<file path="src/rtl/fpu_divsqrt_sched_pkg.sv">
// Shared definitions for the divide/sqrt scheduler: op encodings, FSM states, default latencies.
// The early-out build (FPU_DIVSQRT_EARLYOUT_EN) uses the same package unchanged.
package fpu_divsqrt_sched_pkg;

    localparam logic [1:0] FDS_DIVS  = 2'b00;
    localparam logic [1:0] FDS_DIVD  = 2'b01;
    localparam logic [1:0] FDS_SQRTS = 2'b10;
    localparam logic [1:0] FDS_SQRTD = 2'b11;

    localparam int FDS_LAT_S_DEF = 8;
    localparam int FDS_LAT_D_DEF = 14;

    typedef enum logic [1:0] {
        IDLE = 2'd0,
        RUN  = 2'd1,
        WB   = 2'd2
    } fds_state_t;

    function automatic logic fds_is_double(input logic [1:0] op);
        logic dbl;
        case (op)
            FDS_DIVD, FDS_SQRTD: dbl = 1'b1;
            FDS_DIVS, FDS_SQRTS: dbl = 1'b0;
            default:             dbl = 1'b0;
        endcase
        return dbl;
    endfunction

endpackage

</file>
<file path="src/rtl/fpu_divsqrt_sched_rr_arb.sv">
// Combinational round-robin arbiter: first requester at or after ptr, wrapping.
// Returns a one-hot grant plus its encoded index; the pointer register lives in the caller.
module fpu_rr_arb #(
    parameter int NREQ  = 3,
    parameter int IDX_W = 2
) (
    input  logic [NREQ-1:0]  req,
    input  logic [IDX_W-1:0] ptr,
    output logic [NREQ-1:0]  gnt,
    output logic [IDX_W-1:0] idx,
    output logic             any
);

    logic [IDX_W-1:0] cand [NREQ];

    // cand[k] is the port examined at priority position k.
    for (genvar gi = 0; gi < NREQ; gi++) begin : g_cand
        assign cand[gi] = IDX_W'((int'(ptr) + gi) % NREQ);
    end

    always_comb begin
        gnt = '0;
        idx = '0;
        any = 1'b0;
        // Walk from lowest priority to highest so the highest-priority hit is the last written.
        for (int i = NREQ - 1; i >= 0; i--) begin
            if (req[cand[i]]) begin
                idx = cand[i];
                any = 1'b1;
            end
        end
        if (any) begin
            gnt[idx] = 1'b1;
        end
    end

endmodule

</file>
<file path="src/rtl/fpu_divsqrt_sched.sv">
// Scheduler for one shared iterative FP divide/sqrt unit: round-robin grant, latency count, writeback hold.
// Optional FPU_DIVSQRT_EARLYOUT_EN adds req_special/dv_special and a 1-cycle path for special operands.
module fpu_divsqrt_sched
    import fpu_divsqrt_sched_pkg::*;
#(
    parameter int NREQ  = 3,
    parameter int TAG_W = 9,
    parameter int LAT_S = FDS_LAT_S_DEF,
    parameter int LAT_D = FDS_LAT_D_DEF
) (
    input  logic                  clk,
    input  logic                  rst,
    input  logic [NREQ-1:0]       req_vld,
    input  logic [2*NREQ-1:0]     req_op,
    input  logic [TAG_W*NREQ-1:0] req_tag,
    output logic [NREQ-1:0]       req_ready,
`ifdef FPU_DIVSQRT_EARLYOUT_EN
    input  logic [NREQ-1:0]       req_special,
    output logic                  dv_special,
`endif
    input  logic                  flush,
    output logic                  dv_start,
    output logic [1:0]            dv_op,
    output logic [1:0]            dv_sel,
    output logic                  wb_vld,
    output logic [TAG_W-1:0]      wb_tag,
    input  logic                  wb_ack,
    output logic                  busy
);

    localparam int IDX_W   = (NREQ > 1) ? $clog2(NREQ) : 1;
    localparam int LAT_MAX = (LAT_S > LAT_D) ? LAT_S : LAT_D;
    localparam int CNT_W   = (LAT_MAX > 1) ? $clog2(LAT_MAX) : 1;

    logic [1:0]       op_arr  [NREQ];
    logic [TAG_W-1:0] tag_arr [NREQ];

    for (genvar gi = 0; gi < NREQ; gi++) begin : g_unpack
        assign op_arr[gi]  = req_op[2*gi +: 2];
        assign tag_arr[gi] = req_tag[TAG_W*gi +: TAG_W];
    end

    fds_state_t       state_q, state_d;
    logic [IDX_W-1:0] rr_q, rr_d;
    logic [CNT_W-1:0] cnt_q, cnt_d;
    logic [1:0]       op_q, op_d;
    logic [1:0]       sel_q, sel_d;
    logic [TAG_W-1:0] tag_q, tag_d;
    logic             start_q, start_d;
    logic             wb_vld_q, wb_vld_d;
    logic             busy_q, busy_d;
    logic             special_q, special_d;

    logic [NREQ-1:0]  arb_gnt;
    logic [IDX_W-1:0] arb_idx;
    logic             arb_any;
    logic             accept;
    logic             cur_special;
    logic [CNT_W-1:0] lat_m1;

    fpu_rr_arb #(
        .NREQ  (NREQ),
        .IDX_W (IDX_W)
    ) u_arb (
        .req (req_vld),
        .ptr (rr_q),
        .gnt (arb_gnt),
        .idx (arb_idx),
        .any (arb_any)
    );

    // A flush in the accept cycle kills the grant outright, so the pointer never moves.
    assign accept    = (state_q == IDLE) && arb_any && !flush && !rst;
    assign req_ready = accept ? arb_gnt : '0;

`ifdef FPU_DIVSQRT_EARLYOUT_EN
    assign cur_special = req_special[arb_idx];
    assign dv_special  = special_q;
`else
    assign cur_special = 1'b0;
`endif

    always_comb begin
        lat_m1 = fds_is_double(op_arr[arb_idx]) ? CNT_W'(LAT_D - 1) : CNT_W'(LAT_S - 1);
        if (cur_special) begin
            lat_m1 = '0;
        end
    end

    always_comb begin
        state_d   = state_q;
        rr_d      = rr_q;
        cnt_d     = cnt_q;
        op_d      = op_q;
        sel_d     = sel_q;
        tag_d     = tag_q;
        special_d = special_q;
        wb_vld_d  = wb_vld_q;
        start_d   = 1'b0;

        case (state_q)
            IDLE: begin
                if (accept) begin
                    op_d      = op_arr[arb_idx];
                    sel_d     = 2'(arb_idx);
                    tag_d     = tag_arr[arb_idx];
                    special_d = cur_special;
                    rr_d      = (arb_idx == IDX_W'(NREQ - 1)) ? '0 : arb_idx + 1'b1;
                    cnt_d     = lat_m1;
                    start_d   = 1'b1;
                    state_d   = RUN;
                end
            end
            RUN: begin
                if (cnt_q == '0) begin
                    state_d  = WB;
                    wb_vld_d = 1'b1;
                end else begin
                    cnt_d = cnt_q - 1'b1;
                end
            end
            WB: begin
                if (wb_ack && wb_vld_q) begin
                    state_d  = IDLE;
                    wb_vld_d = 1'b0;
                end
            end
            default: begin
                state_d  = IDLE;
                wb_vld_d = 1'b0;
            end
        endcase

        // Flush beats everything, including a same-cycle writeback ack.
        if (flush) begin
            state_d  = IDLE;
            wb_vld_d = 1'b0;
            start_d  = 1'b0;
        end

        busy_d = (state_d != IDLE);
    end

    always_ff @(posedge clk) begin
        if (rst) begin
            state_q   <= IDLE;
            rr_q      <= '0;
            cnt_q     <= '0;
            op_q      <= '0;
            sel_q     <= '0;
            tag_q     <= '0;
            special_q <= 1'b0;
            start_q   <= 1'b0;
            wb_vld_q  <= 1'b0;
            busy_q    <= 1'b0;
        end else begin
            state_q   <= state_d;
            rr_q      <= rr_d;
            cnt_q     <= cnt_d;
            op_q      <= op_d;
            sel_q     <= sel_d;
            tag_q     <= tag_d;
            special_q <= special_d;
            start_q   <= start_d;
            wb_vld_q  <= wb_vld_d;
            busy_q    <= busy_d;
        end
    end

    assign dv_start = start_q;
    assign dv_op    = op_q;
    assign dv_sel   = sel_q;
    assign wb_vld   = wb_vld_q;
    assign wb_tag   = tag_q;
    assign busy     = busy_q;

endmodule

</file>
<file path="config.mk">
export PLATFORM = sky130hd
export DESIGN_NAME = fpu_divsqrt_sched
export DESIGN_NICKNAME = d
export VERILOG_FILES = /design/src/rtl/fpu_divsqrt_sched_pkg.sv /design/src/rtl/fpu_divsqrt_sched_rr_arb.sv /design/src/rtl/fpu_divsqrt_sched.sv
export SDC_FILE = /design/constraint.sdc
export NUM_CORES = 1
export LEC_CHECK = 0
export BUFFER_PORTS_ARGS = -buffer_cell sky130_fd_sc_hd__buf_2
export CAP_MARGIN = 10
export CELL_PAD_IN_SITES_DETAIL_PLACEMENT = 1
export CELL_PAD_IN_SITES_GLOBAL_PLACEMENT = 2
export CORE_ASPECT_RATIO = 1.4
export CORE_MARGIN = 2
export CORE_UTILIZATION = 27
export CTS_CLUSTER_DIAMETER = 40
export DETAILED_ROUTE_END_ITERATION = 8
export GPL_TIMING_DRIVEN = 0
export PLACE_DENSITY_LB_ADDON = 0.1
export REMOVE_ABC_BUFFERS = 1
export SLEW_MARGIN = 40
export SYNTH_ARGS = -nofsm -noshare
export SYNTH_HDL_FRONTEND = slang
export SYNTH_SLANG_ARGS = --single-unit
</file>
<file path="constraint.sdc">
create_clock -name clk -period 2.8 [get_ports clk]
set_input_delay 0.28 -clock clk [delete_from_list [all_inputs] [get_ports clk]]
set_output_delay 0.28 -clock clk [all_outputs]
set_load 0.05 [all_outputs]
</file>
# == Word level (Yosys, flattened, before mapping) ==
# Index checks and enable logic that the tools add are counted.
# word_totals
register_bits,24
out_inout_bits,19
word_cells,90
in_bits,40
# op_classes
n_div,3
addsub,4
n_reduce_logical,19
bitwise_logic,2
eq_ne,10
mux,37
order_cmp,6
# ops
operator,n
modulo 32 x 3 -> 32 bit (second input constant),2
modulo 3 x 3 -> 32 bit (second input constant),1
2-to-1 mux 2 bit,10
binary-select mux 9 bit (select 2 bit),1
2-to-1 mux 9 bit,2
< comparator 2 x 3 -> 1 bit (second input constant),4
2-to-1 mux 4 bit,3
2-to-1 mux 1 bit,10
== test 2 bit (second input constant),4
inequality test 2 bit (second input constant),4
one-hot mux 4 bit (2 select lines),1
binary-select mux 1 bit (select 2 bit),3
2-to-1 mux 3 bit,2
one-hot mux 2 bit (3 select lines),1
AND reduction 3 bit,2
OR reduction 2 bit,3
logical AND 1 bit,5
binary-select mux 2 bit (select 2 bit),1
== test 2 x 1 -> 1 bit (second input constant),2
zero test 2 bit,2
zero test 4 bit,1
nonzero test 2 bit,2
subtractor 4 x 1 -> 4 bit (second input constant),1
adder 2 x 1 -> 3 bit (second input constant),1
12 further kinds,13

# == Longest topological paths before layout ==
# Gate-level depths: netlist of run 1.
# depth
ltp_word,17
mapped_depth,10
depth_no_buf,8

# == Cells and area by module ==
# Synthesis of run 1 repeated with hierarchy kept, for this count alone.
# hier_totals
cells_unflattened,175
hier_area_um2,1446.4
# by_module_without_submodules
mod,cells_per_inst,area_each_um2,seq_area_each_um2,instances
fpu_divsqrt_sched,141,1179.9,480.5,1
fpu_rr_arb,34,266.5,0.0,1

# == Least setup slack after synthesis of run 1 ==
# OpenSTA, ideal clock, no wires.
# synth_path
path_type,flip-flop to output port
startpoint,reg rr_q[0]
endpoint,out req_ready[0]
stages_incl_launch_ff,8
required_ns,2.520
slack_ns,-0.181
arrival_time_ns,2.701
path_buffers,1
path_cell_list,dfxtp_1 > inv_1 > ha_1 > buf_6 > nor2b_4 > o41ai_4 > a31oi_4 > nor3_1
# synth_between
elab_chain_cells,13
word_cells_on_any_way,27
cone_classes,add/sub (2); div (3); order compare (2); mux (16); reduce/logical (4)
# synth_rtl
element,line,rtl
"start, declared",fpu_divsqrt_sched.sv:44,"logic [IDX_W-1:0] rr_q, rr_d;"
"start signal, assigned",fpu_divsqrt_sched.sv:158,rr_q <= rr_d;
adder 2 x 2 -> 3 bit,fpu_divsqrt_sched_rr_arb.sv:18,assign cand[gi] = IDX_W'((int'(ptr) + gi) % NREQ);
modulo 32 x 3 -> 32 bit,fpu_divsqrt_sched_rr_arb.sv:18,
binary-select mux 1 bit (select 2 bit),fpu_divsqrt_sched_rr_arb.sv:27,if (req[cand[i]]) begin
2-to-1 mux 1 bit (not written as such),fpu_divsqrt_sched_rr_arb.sv:27,
2-to-1 mux 2 bit (3 in series),fpu_divsqrt_sched_rr_arb.sv:27,
< comparator 2 x 3 -> 1 bit (not written as such) or >= comparator 2 x 1 -> 1 bit (tied branches),fpu_divsqrt_sched_rr_arb.sv:33,gnt[idx] = 1'b1;
logical AND 1 bit (not written as such),fpu_divsqrt_sched_rr_arb.sv:33,
2-to-1 mux 1 bit (not written as such),fpu_divsqrt_sched_rr_arb.sv:33,
demux 1 bit (select 2 bit),-,
2-to-1 mux 3 bit,fpu_divsqrt_sched_rr_arb.sv:32,if (any) begin
2-to-1 mux 3 bit (*),fpu_divsqrt_sched.sv:74,assign req_ready = accept ? arb_gnt : '0;
"end, declared",fpu_divsqrt_sched.sv:16,"output logic [NREQ-1:0] req_ready,"
# Every way passes the cells marked *; elsewhere a longest branch is shown, timed or not. The select of a mux whose other input is x is not followed.

# == Final worst setup path of run 1 ==
# layout_path
startpoint,reg rr_q[0]
endpoint,out req_ready[1]
# The elaborated chain is that of the path after synthesis.

==> results of run 1 <==
-- per-stage QoR --
step / setup WS, ps / total power [mW] / instance area [um2]
finish: 184 / 0.939 / 1960
global route: 12.3 / 1.01 / 1960
CTS: 23.5 / 0.954 / 1930
detailed placement: -382 / 0.726 / 1830
global placement: -609 / 0.711 / 1810
floorplan: -325 / 0.618 / 1440
-- registers in the layout, summed over array words and instances (netlist names) --
name,cells
rr_q,2
state_q,2
dv_sel,2
cnt_q,4
busy,1
dv_start,1
dv_op,2
wb_tag,9
wb_vld,1
-- timing repair --
| item | CTS | global route |
|---|---|---|
| cloned | 0 | 0 |
| hold endpoints to repair | 0 | 0 |
| setup buffers | 6 | 1 |
| setup endpoints to repair | 16 | 3 |
| resized for setup | 4 | 6 |
| pin swaps | 3 | 1 |
-- path summary, 6_finish.rpt --
kind,slack [ps],startpoint,cells after the start,end
worst max-delay path,180,rr_q[0]$_SDFFE_PP0P_,10,req_ready[1]
worst min register to register,470,dv_sel[0]$_SDFFE_PP0P_,2,dv_sel[0]$_SDFFE_PP0P_
worst min-delay path,230,flush,2,state_q[0]$_SDFF_PP0_
worst max register to register,440,rr_q[1]$_SDFFE_PP0P_,9,dv_op[0]$_SDFFE_PP0P_
-- kinds of logic after synthesis --
kind of cell               Yosys count
AOI/OAI and AO/OA                   64
adders and majority gates            5
buffers and inverters               21
DFF                                 24
muxes                                2
and+or+nand+nor                     56
-- area by class of cell --
cell class,count,area [um2],area share (%)
Clock buffer,3,41.3,2.11
Inverter,11,41.3,2.11
Multi-Input combinational cell,127,947,48.4
Sequential cell,24,483,24.7
Tap cell,68,85.1,4.35
Timing Repair Buffer,66,359,18.4
-- power groups by stage --
stage               registers (mW)  logic, mW  clock network [mW]
finish                       0.386      0.348               0.204
global route                 0.391      0.383               0.236
CTS                          0.386      0.348               0.219
detailed placement           0.394      0.332                   0
global placement             0.392      0.319                   0
floorplan                    0.451      0.166                   0
-- cell usage in the layout, fill, tap and decap left out, types with 2 or more instances in the layout --
master	synthesis	routed
nor2b_1	4	4
o211ai_1	2	2
nor2_1	8	8
ha_1	5	2
dfxtp_2	0	2
buf_2	4	56
ha_2	0	2
a21oi_1	18	18
clkbuf_8	0	3
dfxtp_1	24	22
buf_4	1	9
o21ai_0	12	12
nand2b_1	2	2
o21ai_1	2	2
inv_1	10	10
nor3_1	6	5
a221oi_2	9	9
or3_1	3	3
a21boi_1	2	2
nand2_1	22	22
a31oi_1	4	4
mux2i_1	2	2
-- layer usage --
layer	GRT usage, %	vias up
met3	1.70	4
met4	4.59	0
met2	29.8	38
met1	16.4	728
met5	0	-
li1	-	747
==> summary.txt, run 1 <==
Outcome
  • Outcome: complete, no violations

Setup path
  • CP Class: flip-flop to output port
  • CP Max Fanout: 13
  • Worst Setup Start Kind: flip-flop
  • Crit path cell chain: inv_1 -> ha_4 -> nor2b_4 -> o31a_1 -> o311ai_4 -> buf_6 -> inv_2 -> nand2_1 -> inv_1 -> buf_4
  • Most used cell, CP: inv_1
  • Highest cell delay on the worst timing path: around 360 ps
  • Worst Path Buf+Inv: 5
  • Crit end category: output port
  • CP top delay family: compound AO/OA/AOI/OAI gates
  • Slowest CP cell: dfxtp_2
  • Data required, critical path: 2520 ps
  • CP Data Arrival Time: between 2000 and 2500 ps

GRT
  • Gr ovfl total: 0
  • Initial antenna violation count: 0
  • Global-route wire length before repair: 7360 um
  • Number of global-route vias before repair: around 1,500
  • Largest net degree at the start of global routing: 14
  • Total track usage: between 10% and 20%

CTS
  • CTS Sinks: 24
  • Clock Tree Root: clkbuf_8
  • CTS tree: done
  • H-tree depth: 1
  • TritonCTS Buffers: 3
  • Clk buf depth: 2
  • Worst-Skew Late Latency: 260 ps
  • Clk slew on worst S/H paths: about 80 ps
  • Hold_buf cts: 0

Place
  • Placed cell count: just under 300
  • Post-DP HPWL: roughly 3600 um
  • Placer Congestion: 0.766
  • Port-buffer cells: 58

Layout
  • Share of layout cells above drive strength 1: between 40% and 50%
  • Nets@finish: 278
  • Fin cells: approximately 300
  • Post-layout util: 35.9%
  • Ant diodes: 0
  • Synth-to-Final Area Change: 29.3%
  • Filler cell count: about 680

Power
  • Switching share of total power: 37.3%
  • Internal power: roughly 590 uW
  • Pwr dens: 480 mW/mm2
  • Clock power share: 21.7%
  • P_leak: between 0.8 and 0.9 nW
  • Combinational Power Share: between 30% and 40%
  • P_sw: approximately 350 uW
  • Peak VDD IR: 0.000144 V
  • Sequential Power Share: roughly two fifths

Route
  • Via density: 5.07
  • DRT Wirelength: 4660 um
  • Top sig layer: met4
  • Met2 wire len: roughly 2600 um
  • TritonRoute pass-1 iters: 3
  • Detailed Route Iter0 Violations: 29
  • Final ANT Viol Nets: 0
  • Metal3 WL: ~220 um
  • Residual DRC: 0
  • Vias: roughly 1,500
  • Avg WL per Cell: roughly 16 um
  • M1 wire length: between 1500 and 2000 um

STA
  • Max_slew headroom: about two thirds
  • Final setup TNS: 0 ps
  • Fin. Hold Viols: 0
  • Worst Tran Pin Value: ~480 ps
  • RSZ-0062 raised after global routing: no
  • Fin crit share: around 93%
  • Clock Skews: between 1.5 and 2 ps
  • Final Critical Period: roughly 2600 ps
  • Setup Viol. Count Final: 0
  • Hold_ws: roughly 230 ps
  • Slew Limit Fails: 0
  • F_max: 0.382 GHz

Yosys
  • Sequential area share after synthesis: a little under a third
  • Most frequent cell after synthesis: dfxtp_1
  • Mux cell area share after synthesis: 1.32%
  • Post-synth cell types: 48
  • FF+latch count, synth: 24
  • Mapped Cells: 172
  • Compound-gate portion of the synthesized area: 35.4%
  • Post-synth top flop: dfxtp_1
  • Synth Area in Adders: roughly 4.1%
  • Top post-synthesis cells by count: 24 x dfxtp_1, 22 x nand2_1, 18 x a21oi_1, 12 x o21ai_0, 10 x inv_1
  • Post-Synth XOR/XNOR Area: 0%
  • Async SR Flop Fraction: 0%
  • Post-synth EDFFs: 0
  • Synth warn: 0
  • Largest family of logic cells by synthesized area: compound AO/OA/AOI/OAI gates
  • Synth Area in Simple Gates: roughly a fifth
  • Ranking of synthesized cells by area: dfxtp_1 32%, a221oi_2 8.9%, a21oi_1 6.0%, nand2_1 5.5%, ha_1 4.1%
  • Mapped Area: 0.00151 mm2
  • Post-synth top area share: 31.7%
  • Average size of a mapped cell: 8.80 um2
  • Cell taking the most area after synthesis: dfxtp_1

Floorplanning
  • FP Rows: 32
  • Die W: 67.3 um
  • Die Area: between 0.006 and 0.007 mm2
  • IO Count: between 50 and 60
  • Die height: 92.6 um
  • Initial Utilization: 27.8%
  • Core ar.: around 0.0054 mm2

Worst hold path
  • Min-delay worst type: primary input to flip-flop

Job
  • Max Cap Viol: 0
Power figures use the tool's default switching activity.
==> inputs of run 2 (changes only) <==
- CORE_UTILIZATION: 27 -> 25
- clock period: 2.8 -> 2.2 ns (I/O delays scaled with it)
==> summary.txt, run 2 (synthesis results as in run 1) <==
Outcome
  • Outcome: finished, violations left
  • Failing checks: negative setup slack

GRT
  • Gr ovfl total: 0
  • Number of global-route vias before repair: between 1,500 and 2,000
  • Total track usage: 16.8%
  • Initial antenna violation count: 0
  • Global-route wire length before repair: between 8000 and 9000 um
  • Largest net degree at the start of global routing: 14

Layout
  • Synth-to-Final Area Change: 61.1%
  • Filler cell count: about 710
  • Share of layout cells above drive strength 1: around 56%
  • Max reg flops: 9
  • Nets@finish: 302
  • Ant diodes: 0
  • Most frequent cells in the layout: 55 x buf_2, 22 x dfxtp_1, 18 x nand2_1, 15 x buf_4, 14 x a21oi_1
  • Fin cells: between 300 and 400
  • Most common library cell in the layout ignoring fill and taps: buf_2

CTS
  • CTS Sinks: 24
  • TritonCTS Buffers: 3
  • Worst-Skew Late Latency: roughly 270 ps
  • CTS tree: done
  • H-tree depth: 1
  • Clock Tree Root: clkbuf_8
  • Hold_buf cts: 0
  • Clk buf depth: 2
  • Clk slew on worst S/H paths: roughly 90 ps

Setup path
  • CP Class: flip-flop to output port
  • Setup crit end: req_ready[0]
  • Worst Setup Start Kind: flip-flop
  • Reg2reg start: rr_q[0]$_SDFFE_PP0P_
  • Crit end category: output port
  • Reg2Reg Depth: 11
  • Reg2Reg Capture Point: dv_op[0]$_SDFFE_PP0P_
  • CP Max Fanout: 7
  • Crit path from: rr_q[0]$_SDFFE_PP0P_
  • CP Data Arrival Time: around 2200 ps
  • Data required, critical path: about 2000 ps
  • R2R Setup Slk: -230 ps

Place
  • Placed cell count: ~290
  • Post-DP HPWL: 3610 um
  • Placer Congestion: between 0.7 and 0.8
  • Port-buffer cells: just under 60

STA
  • Worst Tran Pin Value: 466 ps
  • Fin crit share: 110%
  • F_max: 0.412 GHz
  • Setup Viol. Count Final: 16
  • Slew Limit Fails: 0
  • Max_slew headroom: 68.7%
  • Final setup TNS: -1900 ps
  • RSZ-0062 raised after global routing: yes
  • Final Critical Period: between 2000 and 2500 ps
  • Fin. Hold Viols: 0
  • Worst setup margin: -227 ps
  • Hold_ws: around 170 ps
  • Clock Skews: between 1.5 and 2 ps

Route
  • Residual DRC: 0
  • Final ANT Viol Nets: 0
  • TritonRoute pass-1 iters: 3
  • Vias: 1,662
  • Avg WL per Cell: roughly 17 um
  • DRT Wirelength: 5420 um
  • Detailed Route Iter0 Violations: 34
  • Via density: ~5.1

Power
  • P_leak: approximately 1.1 nW
  • Peak VDD IR: about 0.00023 V
  • Pwr dens: approximately 580 mW/mm2

Floorplanning
  • Die W: 69.8 um
  • Die Area: about 0.0067 mm2
  • Die height: slightly below 100 um
  • Core ar.: between 0.005 and 0.006 mm2
  • FP Rows: 33
  • IO Count: ~60
  • Initial Utilization: approximately a quarter

Worst hold path
  • Min-delay src: flush
  • Min-delay worst type: primary input to flip-flop

Job
  • Max Cap Viol: 0
run 2: changes by cell type in the layout (fill, tap and decap cells not counted), sizes merged:
cell,delta
buf,+23
clkbuf,+1
nor2,+1
run 2: per-stage QoR:
stage | setup slack, ps | total power, mW | area [um2] | utilization (%)
after global routing | -319 | 1.50 | 2440 | 41.6
after floorplan | -893 | 0.786 | 1440 | -
after CTS | -218 | 1.42 | 2420 | 41.3
final | -227 | 1.42 | 2440 | 41.6
after detailed placement | -815 | 0.930 | 1850 | 31.5
after global placement | -1220 | 0.908 | 1820 | 31.0
run 2: how the worst min path moves through the flow:
stage                     depth (start not counted)                endpoint  slack, ps
after floorplan                                   1   dv_op[0]$_SDFFE_PP0P_        280
after CTS                                         2   state_q[0]$_SDFF_PP0_        160
final                                             2   state_q[0]$_SDFF_PP0_        170
after global placement                            2  dv_sel[0]$_SDFFE_PP0P_        440
after detailed placement                          2  dv_sel[0]$_SDFFE_PP0P_        450
after global routing                              2   state_q[0]$_SDFF_PP0_        170
run 2: metal layers:
metal | up-vias | share of wire, % | GRT usage, %
met2 | 45 | 56 | 34.6
met5 | - | 0 | 0
met4 | 0 | 1.3 | 5.45
met3 | 6 | 4.4 | 2.41
met1 | 813 | 38 | 17.0
li1 | 798 | - | -
run 2: final cells by class:
cell class | count | area (um2) | share of cell area [%]
Multi-Input combinational cell | 128 | 1090 | 44.7
Tap cell | 70 | 87.6 | 3.59
Clock buffer | 4 | 55.1 | 2.26
Timing Repair Buffer | 89 | 661 | 27.1
Sequential cell | 24 | 488 | 20.0
Inverter | 11 | 56.3 | 2.31
run 2: worst max-delay path, stage by stage, from the launching register on:
cell and delay, ps:
dfxtp_4 390, inv_4 50, ha_4 310, nor2b_4 200, o31a_1 220, o311ai_4 100, buf_6 160, buf_8 120
nor3_4 200, buf_6 180
run 2: report_power, final:
| group | internal, mW | switching (mW) | leakage (nW) |
|---|---|---|---|
| logic | 0.271 | 0.352 | 0.826 |
| clock network | 0.160 | 0.144 | 0.0288 |
| registers | 0.469 | 0.0231 | 0.198 |
run 2: timing repair:
item                                    in CTS  in global routing
endpoints found under the hold margin        0                  0
setup buffers                               28                  1
gates resized for setup                     66                 12
endpoints found under the setup margin      24                 18
pin swaps                                   32                  8
gates cloned                                 2                  0
==> inputs of run 3 (changes only) <==
--- a/config.mk
+++ b/config.mk
@@ -12,3 +12,2 @@
 export CORE_ASPECT_RATIO = 1.4
-export CORE_MARGIN = 2
 export CORE_UTILIZATION = 25
==> constraint.sdc (replaced) <==
create_clock -name clk -period 2.2 [get_ports clk]
set_input_delay 0.44 -clock clk [delete_from_list [all_inputs] [get_ports clk]]
set_output_delay 0.44 -clock clk [all_outputs]
set_load 0.05 [all_outputs]
==> summary.txt, run 3 (synthesis results as in run 1) <==
GRT
  • Met2 usage: 34.4%
  • Met3 usage: 1.58%
  • Grt peak-use layer: met2
  • Total track usage: 16.8%
  • Largest net degree at the start of global routing: 14
  • Global-route wire length before repair: approximately 8100 um
  • GRT met1 Usage: 16.8%
  • Initial antenna violation count: 0
  • Number of global-route vias before repair: around 1,800
  • Gr ovfl total: 0

Setup path
  • Slowest CP cell: dfxtp_4
  • CP top delay family: buffers and inverters
  • R2R Setup Slk: -260 ps
  • CP Class: flip-flop to output port
  • Data required, critical path: roughly 1800 ps
  • Crit path from: rr_q[0]$_SDFFE_PP0P_
  • Highest cell delay on the worst timing path: roughly 390 ps
  • Levels on crit path: 9
  • Worst Path Buf+Inv: 4
  • Crit path cell chain: inv_4 -> ha_4 -> mux2i_2 -> o2bb2ai_2 -> o311ai_4 -> buf_6 -> buf_6 -> nor2b_2 -> buf_6
  • Most used cell, CP: buf_6
  • CP Data Arrival Time: approximately 2200 ps
  • Setup crit end: req_ready[2]
  • Crit end category: output port
  • CP Max Fanout: 7
  • Reg2Reg Depth: 11
  • Reg2Reg Capture Point: dv_op[0]$_SDFFE_PP0P_
  • Worst Setup Start Kind: flip-flop
  • Reg2reg start: rr_q[0]$_SDFFE_PP0P_

Floorplanning
  • Die height: approximately 94 um
  • IO Count: 59
  • FP Rows: 33
  • Core ar.: about 0.0059 mm2
  • Initial Utilization: roughly 26%
  • Die W: approximately 68 um
  • Die Area: around 0.0064 mm2

STA
  • Clock Skews: around 3.5 ps
  • Max_slew headroom: approximately three quarters
  • Setup Viol. Count Final: 16
  • Hold_ws: about 400 ps
  • Slew Limit Fails: 0
  • RSZ-0062 raised after global routing: yes
  • Worst setup margin: -409 ps
  • Fin crit share: 119%
  • Final Critical Period: 2610 ps
  • Fin. Hold Viols: 0
  • Worst Tran Pin Value: a little under 400 ps
  • F_max: approximately 0.38 GHz

CTS
  • Hold_buf cts: 0
  • Clk buf depth: 2
  • Clk slew on worst S/H paths: about 80 ps
  • CTS Sinks: 24
  • Worst-Skew Late Latency: 260 ps
  • H-tree depth: 1
  • Clock Tree Root: clkbuf_8
  • CTS tree: done
  • TritonCTS Buffers: 3

Power
  • Tot Pwr: between 1 and 1.5 mW
  • Pwr dens: about 570 mW/mm2
  • P_leak: between 0.9 and 1 nW
  • Peak VDD IR: just under 0.0002 V

Route
  • DRT Wirelength: 5070 um
  • Via density: 5.00
  • Residual DRC: 0
  • Detailed Route Iter0 Violations: 42
  • Avg WL per Cell: between 15 and 20 um
  • Final ANT Viol Nets: 0
  • Vias: 1,585
  • TritonRoute pass-1 iters: 4

Job
  • Max Cap Viol: 0

Layout
  • Nets@finish: a little under 300
  • Synth-to-Final Area Change: 53.1%
  • Ant diodes: 0
  • Max reg flops: 9
  • Post-layout util: between 30% and 40%
  • Most common library cell in the layout ignoring fill and taps: buf_2
  • Fin cells: 317
  • Most frequent cells in the layout: 55 x buf_2, 22 x dfxtp_1, 18 x nand2_1, 15 x a21oi_1
  • Share of layout cells above drive strength 1: a little over half

Worst hold path
  • Min-delay worst type: primary input to flip-flop

Outcome
  • Failing checks: negative setup slack
  • Outcome: finished, violations left

Place
  • Post-DP HPWL: about 3800 um
  • Placed cell count: slightly below 300
  • Placer Congestion: 0.745
  • Port-buffer cells: between 50 and 60
## run 3: metrics by stage
step	setup slack (ps)	TNS, ps	cell area [um2]
floorplan	-1090	-11000	1440
global placement	-1410	-21820	1820
detailed placement	-823	-8540	1850
CTS	-409	-1610	2240
global route	-482	-4600	2320
finish	-409	-2970	2320
## run 3: repair_timing
| item | CTS | global route |
|---|---|---|
| pin swaps | 12 | 13 |
| setup endpoints to repair | 24 | 18 |
| buffers inserted | 20 | 2 |
| resized for setup | 42 | 13 |
## run 3: worst min-delay path by stage
stage                                start                endpoint  slack [ps]  cells after the start
CTS                                  flush   state_q[0]$_SDFF_PP0_         390                      2
global route                         flush   state_q[0]$_SDFF_PP0_         400                      2
finish                               flush   state_q[0]$_SDFF_PP0_         400                      2
global placement    dv_sel[0]$_SDFFE_PP0P_  dv_sel[0]$_SDFFE_PP0P_         440                      2
floorplan            cnt_q[0]$_SDFFE_PP0P_   cnt_q[0]$_SDFFE_PP0P_         430                      2
detailed placement  dv_sel[0]$_SDFFE_PP0P_  dv_sel[0]$_SDFFE_PP0P_         460                      2
## run 3: final cells by class
| cell class | instances | area, um2 |
|---|---|---|
| inverter | 11 | 51.3 |
| timing repair buffer | 82 | 582 |
| sequential | 24 | 488 |
| fill | 714 | 3550 |
| multi-input combinational | 127 | 1070 |
| tap | 70 | 87.6 |
| clock buffer | 3 | 41.3 |
## run 3: metal layers
layer,part of all wire [%],wire [um]
met4,0.39,20
met1,36,1840
met3,4.6,234
met5,0,0
met2,59,2980
## run 3: power by group
part	switching [mW]	leakage, nW	total [mW]	internal (mW)
Sequential	0.0236	0.198	0.493	0.469
Combinational	0.332	0.764	0.574	0.242
Clock	0.130	0.0216	0.252	0.122
Total	0.486	0.984	1.32	0.834
